**src/rtl/fifo_mem_ctrl_if.sv**
```systemverilog
// FIFO controller bus: requester handshakes, array ports, output stage.
// slave is the controller side; master is the surrounding system.
interface fifo_mem_ctrl_if #(
   parameter int D_WIDTH    = 8,
   parameter int ADDR_WIDTH = 4
);
   logic                  req0_valid;
   logic [D_WIDTH-1:0]    req0_data;
   logic                  req0_ready;
   logic                  req1_valid;
   logic [D_WIDTH-1:0]    req1_data;
   logic                  req1_ready;
   logic                  mem_w_en;
   logic [ADDR_WIDTH-1:0] mem_w_addr;
   logic [D_WIDTH-1:0]    mem_w_data;
   logic                  mem_r_en;
   logic [ADDR_WIDTH-1:0] mem_r_addr;
   logic [D_WIDTH-1:0]    mem_r_data;
   logic                  out_valid;
   logic [D_WIDTH-1:0]    out_data;
   logic                  out_ready;
   logic [ADDR_WIDTH:0]   count;
   logic                  full;
   logic                  empty;

   modport slave (
      input  req0_valid, req0_data,
      input  req1_valid, req1_data,
      output req0_ready, req1_ready,
      output mem_w_en, mem_w_addr, mem_w_data,
      output mem_r_en, mem_r_addr,
      input  mem_r_data,
      output out_valid, out_data,
      input  out_ready,
      output count, full, empty
   );

   modport master (
      output req0_valid, req0_data,
      output req1_valid, req1_data,
      input  req0_ready, req1_ready,
      input  mem_w_en, mem_w_addr, mem_w_data,
      input  mem_r_en, mem_r_addr,
      output mem_r_data,
      input  out_valid, out_data,
      output out_ready,
      input  count, full, empty
   );
endinterface

```
**src/rtl/fifo_mem_ctrl.sv**
```systemverilog
// FIFO controller: round-robin write arbitration, pointers, occupancy
// and a valid/ready output stage fed by a registered-read array.
module fifo_mem_ctrl #(
   parameter int D_WIDTH    = 8,
   parameter int DEPTH      = 16,
   parameter int ADDR_WIDTH = 4
) (
   input  logic           clk,
   input  logic           rst_n,
   input  logic           flush,
   fifo_mem_ctrl_if.slave bus
);
   localparam logic [ADDR_WIDTH:0] FULL_CNT = (ADDR_WIDTH+1)'(DEPTH);

   logic [ADDR_WIDTH:0] wptr;
   logic [ADDR_WIDTH:0] rptr;
   logic [ADDR_WIDTH:0] cnt;
   logic                prio;
   logic                ov_q;
   logic                full_w;
   logic                empty_w;
   logic                g0;
   logic                g1;
   logic                grant;
   logic                r_en;
   logic                both;

   assign cnt     = wptr - rptr;
   assign full_w  = (cnt == FULL_CNT);
   assign empty_w = (wptr == rptr);
   assign both    = bus.req0_valid & bus.req1_valid;

   // Grants and read issue come only from registered state and inputs,
   // and are forced off while reset is held.
   always_comb begin
      g0    = 1'b0;
      g1    = 1'b0;
      r_en  = 1'b0;
      if (rst_n && !full_w && !flush) begin
         g0 = bus.req0_valid & (!bus.req1_valid | !prio);
         g1 = bus.req1_valid & (!bus.req0_valid | prio);
      end
      if (rst_n && !empty_w && !flush)
         r_en = !ov_q | bus.out_ready;
   end

   assign grant = g0 | g1;

   always_ff @(posedge clk or negedge rst_n) begin
      if (!rst_n) begin
         wptr <= '0;
         rptr <= '0;
         prio <= 1'b0;
         ov_q <= 1'b0;
      end else if (flush) begin
         wptr <= '0;
         rptr <= '0;
         ov_q <= 1'b0;
      end else begin
         if (grant)
            wptr <= wptr + 1'b1;
         if (r_en)
            rptr <= rptr + 1'b1;
         if (r_en)
            ov_q <= 1'b1;
         else if (ov_q && bus.out_ready)
            ov_q <= 1'b0;
         // Turn passes only when both requesters contended.
         if (both && grant)
            prio <= g0;
      end
   end

   assign bus.req0_ready = g0;
   assign bus.req1_ready = g1;
   assign bus.mem_w_en   = grant;
   assign bus.mem_w_addr = wptr[ADDR_WIDTH-1:0];
   assign bus.mem_w_data = g0 ? bus.req0_data :
                           g1 ? bus.req1_data : '0;
   assign bus.mem_r_en   = r_en;
   assign bus.mem_r_addr = rptr[ADDR_WIDTH-1:0];
   assign bus.out_valid  = ov_q;
   assign bus.out_data   = bus.mem_r_data;
   assign bus.count      = cnt;
   assign bus.full       = full_w;
   assign bus.empty      = empty_w;
endmodule

```
**src/flat_wrapper.sv**
```systemverilog
// flat-port wrapper written by rule: the top's interface ports become plain ports
module fifo_mem_ctrl_flat 
#(
   parameter int D_WIDTH    = 8,
   parameter int DEPTH      = 16,
   parameter int ADDR_WIDTH = 4
)
  (clk, rst_n, flush, bus_req0_valid, bus_req0_data, bus_req1_valid, bus_req1_data, bus_req0_ready, bus_req1_ready, bus_mem_w_en, bus_mem_w_addr, bus_mem_w_data, bus_mem_r_en, bus_mem_r_addr, bus_mem_r_data, bus_out_valid, bus_out_data, bus_out_ready, bus_count, bus_full, bus_empty);
  fifo_mem_ctrl_if #(.D_WIDTH(D_WIDTH), .ADDR_WIDTH(ADDR_WIDTH)) bus_i ();
  input  logic clk;
  input  logic rst_n;
  input  logic flush;
  input wire logic [$bits(bus_i.req0_valid)-1:0] bus_req0_valid;
  input wire logic [$bits(bus_i.req0_data)-1:0] bus_req0_data;
  input wire logic [$bits(bus_i.req1_valid)-1:0] bus_req1_valid;
  input wire logic [$bits(bus_i.req1_data)-1:0] bus_req1_data;
  output wire logic [$bits(bus_i.req0_ready)-1:0] bus_req0_ready;
  output wire logic [$bits(bus_i.req1_ready)-1:0] bus_req1_ready;
  output wire logic [$bits(bus_i.mem_w_en)-1:0] bus_mem_w_en;
  output wire logic [$bits(bus_i.mem_w_addr)-1:0] bus_mem_w_addr;
  output wire logic [$bits(bus_i.mem_w_data)-1:0] bus_mem_w_data;
  output wire logic [$bits(bus_i.mem_r_en)-1:0] bus_mem_r_en;
  output wire logic [$bits(bus_i.mem_r_addr)-1:0] bus_mem_r_addr;
  input wire logic [$bits(bus_i.mem_r_data)-1:0] bus_mem_r_data;
  output wire logic [$bits(bus_i.out_valid)-1:0] bus_out_valid;
  output wire logic [$bits(bus_i.out_data)-1:0] bus_out_data;
  input wire logic [$bits(bus_i.out_ready)-1:0] bus_out_ready;
  output wire logic [$bits(bus_i.count)-1:0] bus_count;
  output wire logic [$bits(bus_i.full)-1:0] bus_full;
  output wire logic [$bits(bus_i.empty)-1:0] bus_empty;
  assign bus_i.req0_valid = bus_req0_valid;
  assign bus_i.req0_data = bus_req0_data;
  assign bus_i.req1_valid = bus_req1_valid;
  assign bus_i.req1_data = bus_req1_data;
  assign bus_req0_ready = bus_i.req0_ready;
  assign bus_req1_ready = bus_i.req1_ready;
  assign bus_mem_w_en = bus_i.mem_w_en;
  assign bus_mem_w_addr = bus_i.mem_w_addr;
  assign bus_mem_w_data = bus_i.mem_w_data;
  assign bus_mem_r_en = bus_i.mem_r_en;
  assign bus_mem_r_addr = bus_i.mem_r_addr;
  assign bus_i.mem_r_data = bus_mem_r_data;
  assign bus_out_valid = bus_i.out_valid;
  assign bus_out_data = bus_i.out_data;
  assign bus_i.out_ready = bus_out_ready;
  assign bus_count = bus_i.count;
  assign bus_full = bus_i.full;
  assign bus_empty = bus_i.empty;
  fifo_mem_ctrl #(.D_WIDTH(D_WIDTH), .DEPTH(DEPTH), .ADDR_WIDTH(ADDR_WIDTH)) u_core (.clk(clk), .rst_n(rst_n), .flush(flush), .bus(bus_i));
endmodule
```
**config.mk**
```make
export PLATFORM = sky130hd
export DESIGN_NAME = fifo_mem_ctrl_flat
export DESIGN_NICKNAME = d
export VERILOG_FILES = /design/src/rtl/fifo_mem_ctrl_if.sv /design/src/rtl/fifo_mem_ctrl.sv /design/src/flat_wrapper.sv
export SDC_FILE = /design/constraint.sdc
export NUM_CORES = 1
export LEC_CHECK = 0
export ABC_AREA = 0
export CELL_PAD_IN_SITES_DETAIL_PLACEMENT = 2
export CELL_PAD_IN_SITES_GLOBAL_PLACEMENT = 2
export CORE_ASPECT_RATIO = 0.7
export CORE_MARGIN = 3
export CORE_UTILIZATION = 17
export DETAILED_ROUTE_END_ITERATION = 8
export GPL_TIMING_DRIVEN = 0
export PLACE_DENSITY_LB_ADDON = 0.1
export SYNTH_ARGS = -nofsm -noshare
export SYNTH_HDL_FRONTEND = slang
export SYNTH_SLANG_ARGS = --single-unit
export TNS_END_PERCENT = 20
```
**constraint.sdc**
```tcl
create_clock -name clk -period 2.9 [get_ports clk]
set_input_delay 0.435 -clock clk [delete_from_list [all_inputs] [get_ports clk]]
set_output_delay 0.435 -clock clk [all_outputs]
set_load 0.05 [all_outputs]
```
==> key figures <==
Pwr
  – Switching power: about 0.00046 W
  – Switching Fraction: 0.466
  – Pleak: roughly 0.84 nW
  – IR drop worst, VDD: 174 uV
  – Power density over cell area: 497 nW/um^2
  – Logic pwr share: 0.639
  – Clock Power Share: 0.158
  – Sequential share of power: 0.203
  – P_int: 0.000521 W

Yosys
  – Yosys reg bits: 12
  – Mean Syn Cell Area: a little under 9 sq um
  – Top cell type's share of synthesized area: 0.284
  – Most common cell in the netlist: buf_4
  – Sequential element share of the synthesized area: 0.284
  – Post-synth top cells: buf_4 (17), nor2_1 (14), dfrtp_1 (12), inv_1 (10), a22oi_1 (8)
  – Largest area contributor in the netlist: dfrtp_1
  – Mapped Nets: 159
  – Async SR Flop Fraction: 1.00
  – Primary FF master, synth: dfrtp_1
  – Syn Std Cell Area: 1060 sq um
  – YS warnings: 0
  – Post-synthesis cell count: 122
  – Post-synth cell types: 33
  – EDFF count, synth: 0
  – Synth area leaders: dfrtp_1 (28%), buf_4 (12%), ha_1 (7.1%)

Timing
  – Worst rel slew slack: 0.182
  – Setup TNS Final: -2.93 ns
  – Fin crit period: about 3.2 ns
  – Final worst slack: -0.266 ns
  – Fin crit share: 1.09
  – Hold Vio Cnt, Final: 0
  – Fin Hold WS: 0.195 ns
  – Max-slew violations: 0
  – Endpoints failing setup: 12
  – Fmax: between 300 and 400 MHz
  – Worst slew pin tran: 1.22 ns
  – RSZ-0062 raised after global routing: yes
  – Layout Skew: 0.00319 ns

Clock tree
  – CTS tree: built
  – H-tree depth: 1
  – Clk Latency, worst-skew pair: 0.24 ns
  – Longest Clk Path Bufs: 2
  – Num CTS Buffers: 3
  – Root Driver: clkbuf_8
  – Worst-path clk slew: 0.06 ns
  – Sink Count: 12

Drt
  – Detailed Route Iter0 Violations: 20
  – Vias per Instance: 4.33
  – Wire length after detailed routing: 4400 um
  – Post-route ant nets: 0
  – Pre-Repair DR Iteration Count: 2
  – Drt drc: 0
  – Post-DR wirelength/cell: 16.7 um
  – Vias: 1,144

Place
  – Post-DP HPWL: approximately 3400 um
  – Dpl cells: 254
  – Placer Congestion: between 0.6 and 0.7
  – Port Buffers: 57

Outcome
  – Failing checks: setup timing
  – Status: complete, but fails checks

Floorplanning
  – Initial core utilization: 0.180
  – Die span in y: 72.0 um
  – Row cnt: 23
  – Chip width: 100 um
  – Die ar.: 7220 sq um
  – Core Box Area: 5870 sq um
  – I/O pin cnt: 66

Hold path
  – HP Class: primary input to async pin

Cells and area
  – Area delta synth->final: 85.7%
  – Nets: 228
  – Ant diodes: 0
  – Layout cell share with drive strength beyond 1: 0.365
  – Final Instance Count excl. Fillers: 264
  – Final Util: 0.335

GRT
  – Vias in the first global route: between 1,000 and 1,500
  – Initial antenna violation count: 0
  – First-pass GRT wire length: 6890 um
  – GRT Util Overall: 0.122
  – Largest net degree at the start of global routing: 14
  – Gr ovfl total: 0

Setup path
  – Worst setup EP type: output pin
  – R2R depth: 10
  – Crit-path max FO: 5
  – WP data arrival: 2.73 ns
  – Slowest stage delay, CP: slightly above 0.4 ns
  – Worst R2R End: u_core.wptr[1]$_DFFE_PN0P_
  – WS Path Type: flop to output pin
  – Worst R2R Start: u_core.wptr[0]$_DFFE_PN0P_
  – Slowest CP cell: dfrtp_2
  – Startpoint types: flop
  – CP most frequent cell: inv_2
  – Worst path cell trace: inv_2 -> ha_4 -> inv_2 -> fa_2 -> xor2_4 -> or3_4 -> a2111oi_4 -> nand2b_4 -> buf_12 -> nor2_2 -> buf_6
  – R2R setup slack: 0.26 ns
  – CP required: 2.47 ns

Flow run
  – Max_cap viols: 0
[flip-flops by register name, indices dropped and copies added, names as in the netlist]
signal,cells
u_core.prio,1
u_core.rptr,5
u_core.bus.out_valid,1
u_core.wptr,5
[area by class of cell]
class                   instances  area, sq um
fillers                       643         3910
multi-input cells              82          691
repair buffers                 64          656
flip-flops and latches         12          303
plain buffers                  18          144
well taps                      75         93.8
clock buffers                   3         41.3
inverters                      10         37.5
[through the flow]
| stage | power [W] | area, sq um | setup slack (ns) |
|---|---|---|---|
| finish | 0.000976 | 1970 | -0.266 |
| global route | 0.00103 | 1970 | -0.384 |
| CTS | 0.000980 | 1940 | -0.411 |
| detailed placement | 0.000782 | 1790 | -1.05 |
| global placement | 0.000765 | 1790 | -0.953 |
| floorplan | 0.000591 | 1130 | -0.651 |
[how the worst max path moves through the flow]
stage                                     startpoint  cells past startpoint                 to  slack [ns]
after floorplan           u_core.rptr[0]$_DFFE_PN0P_                      8  bus_mem_w_data[0]       -0.65
after global placement    u_core.rptr[0]$_DFFE_PN0P_                     10  bus_mem_w_data[7]       -0.95
after detailed placement  u_core.wptr[0]$_DFFE_PN0P_                     11  bus_mem_w_data[4]       -1.05
after CTS                 u_core.wptr[0]$_DFFE_PN0P_                     11  bus_mem_w_data[4]       -0.41
after global routing      u_core.wptr[0]$_DFFE_PN0P_                     11  bus_mem_w_data[4]       -0.38
final                     u_core.wptr[0]$_DFFE_PN0P_                     11  bus_mem_w_data[4]       -0.27
[metal layers]
metal | global-route usage | vias up | wire [um]
li1 | - | 545 | -
met1 | 0.158 | 568 | 2000
met2 | 0.217 | 29 | 2210
met3 | 0.0259 | 2 | 169
met4 | 0.00897 | 0 | 13
met5 | 0 | - | 0
[layout by cell type (no fill, tap or decap), types with 2 or more instances in the layout]
cell type	count
nor3_1	2
clkdlybuf4s15_2	3
nor2_2	8
inv_2	2
buf_6	8
buf_4	24
xnor2_1	2
dfrtp_1	10
xor2_1	2
clkdlybuf4s50_1	40
buf_8	2
nor2b_4	2
clkbuf_8	3
nor2_1	6
or3_4	2
o31ai_1	2
a21oi_1	3
nand4_1	3
ha_1	4
a22oi_1	8
a21boi_0	2
nand3_1	4
dfrtp_2	2
ha_4	2
inv_1	8
mux2i_1	4
o21ai_0	4
nand2_1	6
[power groups by stage]
| stage | Clock, W | Combinational, W | Sequential (W) |
|---|---|---|---|
| 2_1_floorplan | 0 | 0.000387 | 0.000203 |
| 3_3_place_gp | 0 | 0.000564 | 0.000201 |
| 3_5_place_dp | 0 | 0.000579 | 0.000204 |
| 4_1_cts | 0.000157 | 0.000625 | 0.000198 |
| 5_1_grt | 0.000168 | 0.000664 | 0.000202 |
| 6_report | 0.000154 | 0.000623 | 0.000198 |
[critical path: cells and delay by family, from the launching register on]
kind / cells / cell delay [ns]
xor gates and xnor gates: 1 / 0.17
DFF: 1 / 0.41
buffers and inverters: 4 / 0.41
adders and majority gates: 2 / 0.52
AOI/OAI and AO/OA: 1 / 0.34
and+or+nand+nor: 3 / 0.64
[timing repair]
action	CTS	global route
setup buffers	5	1
gates cloned	1	0
resized for setup	103	4
pin swaps	5	4
hold buffers	0	0
endpoints found under the setup margin	15	14
[cells by family after synthesis]
logic type      after synthesis  synth area share
xor+xnor                      5            0.0414
simple gates                 41             0.195
mux                           5            0.0520
fa+ha+maj                     7            0.0898
buf+inv                      28             0.160
flops                        12             0.284
compound gates               24             0.178
No activity file was read; power rests on OpenSTA's default activity.
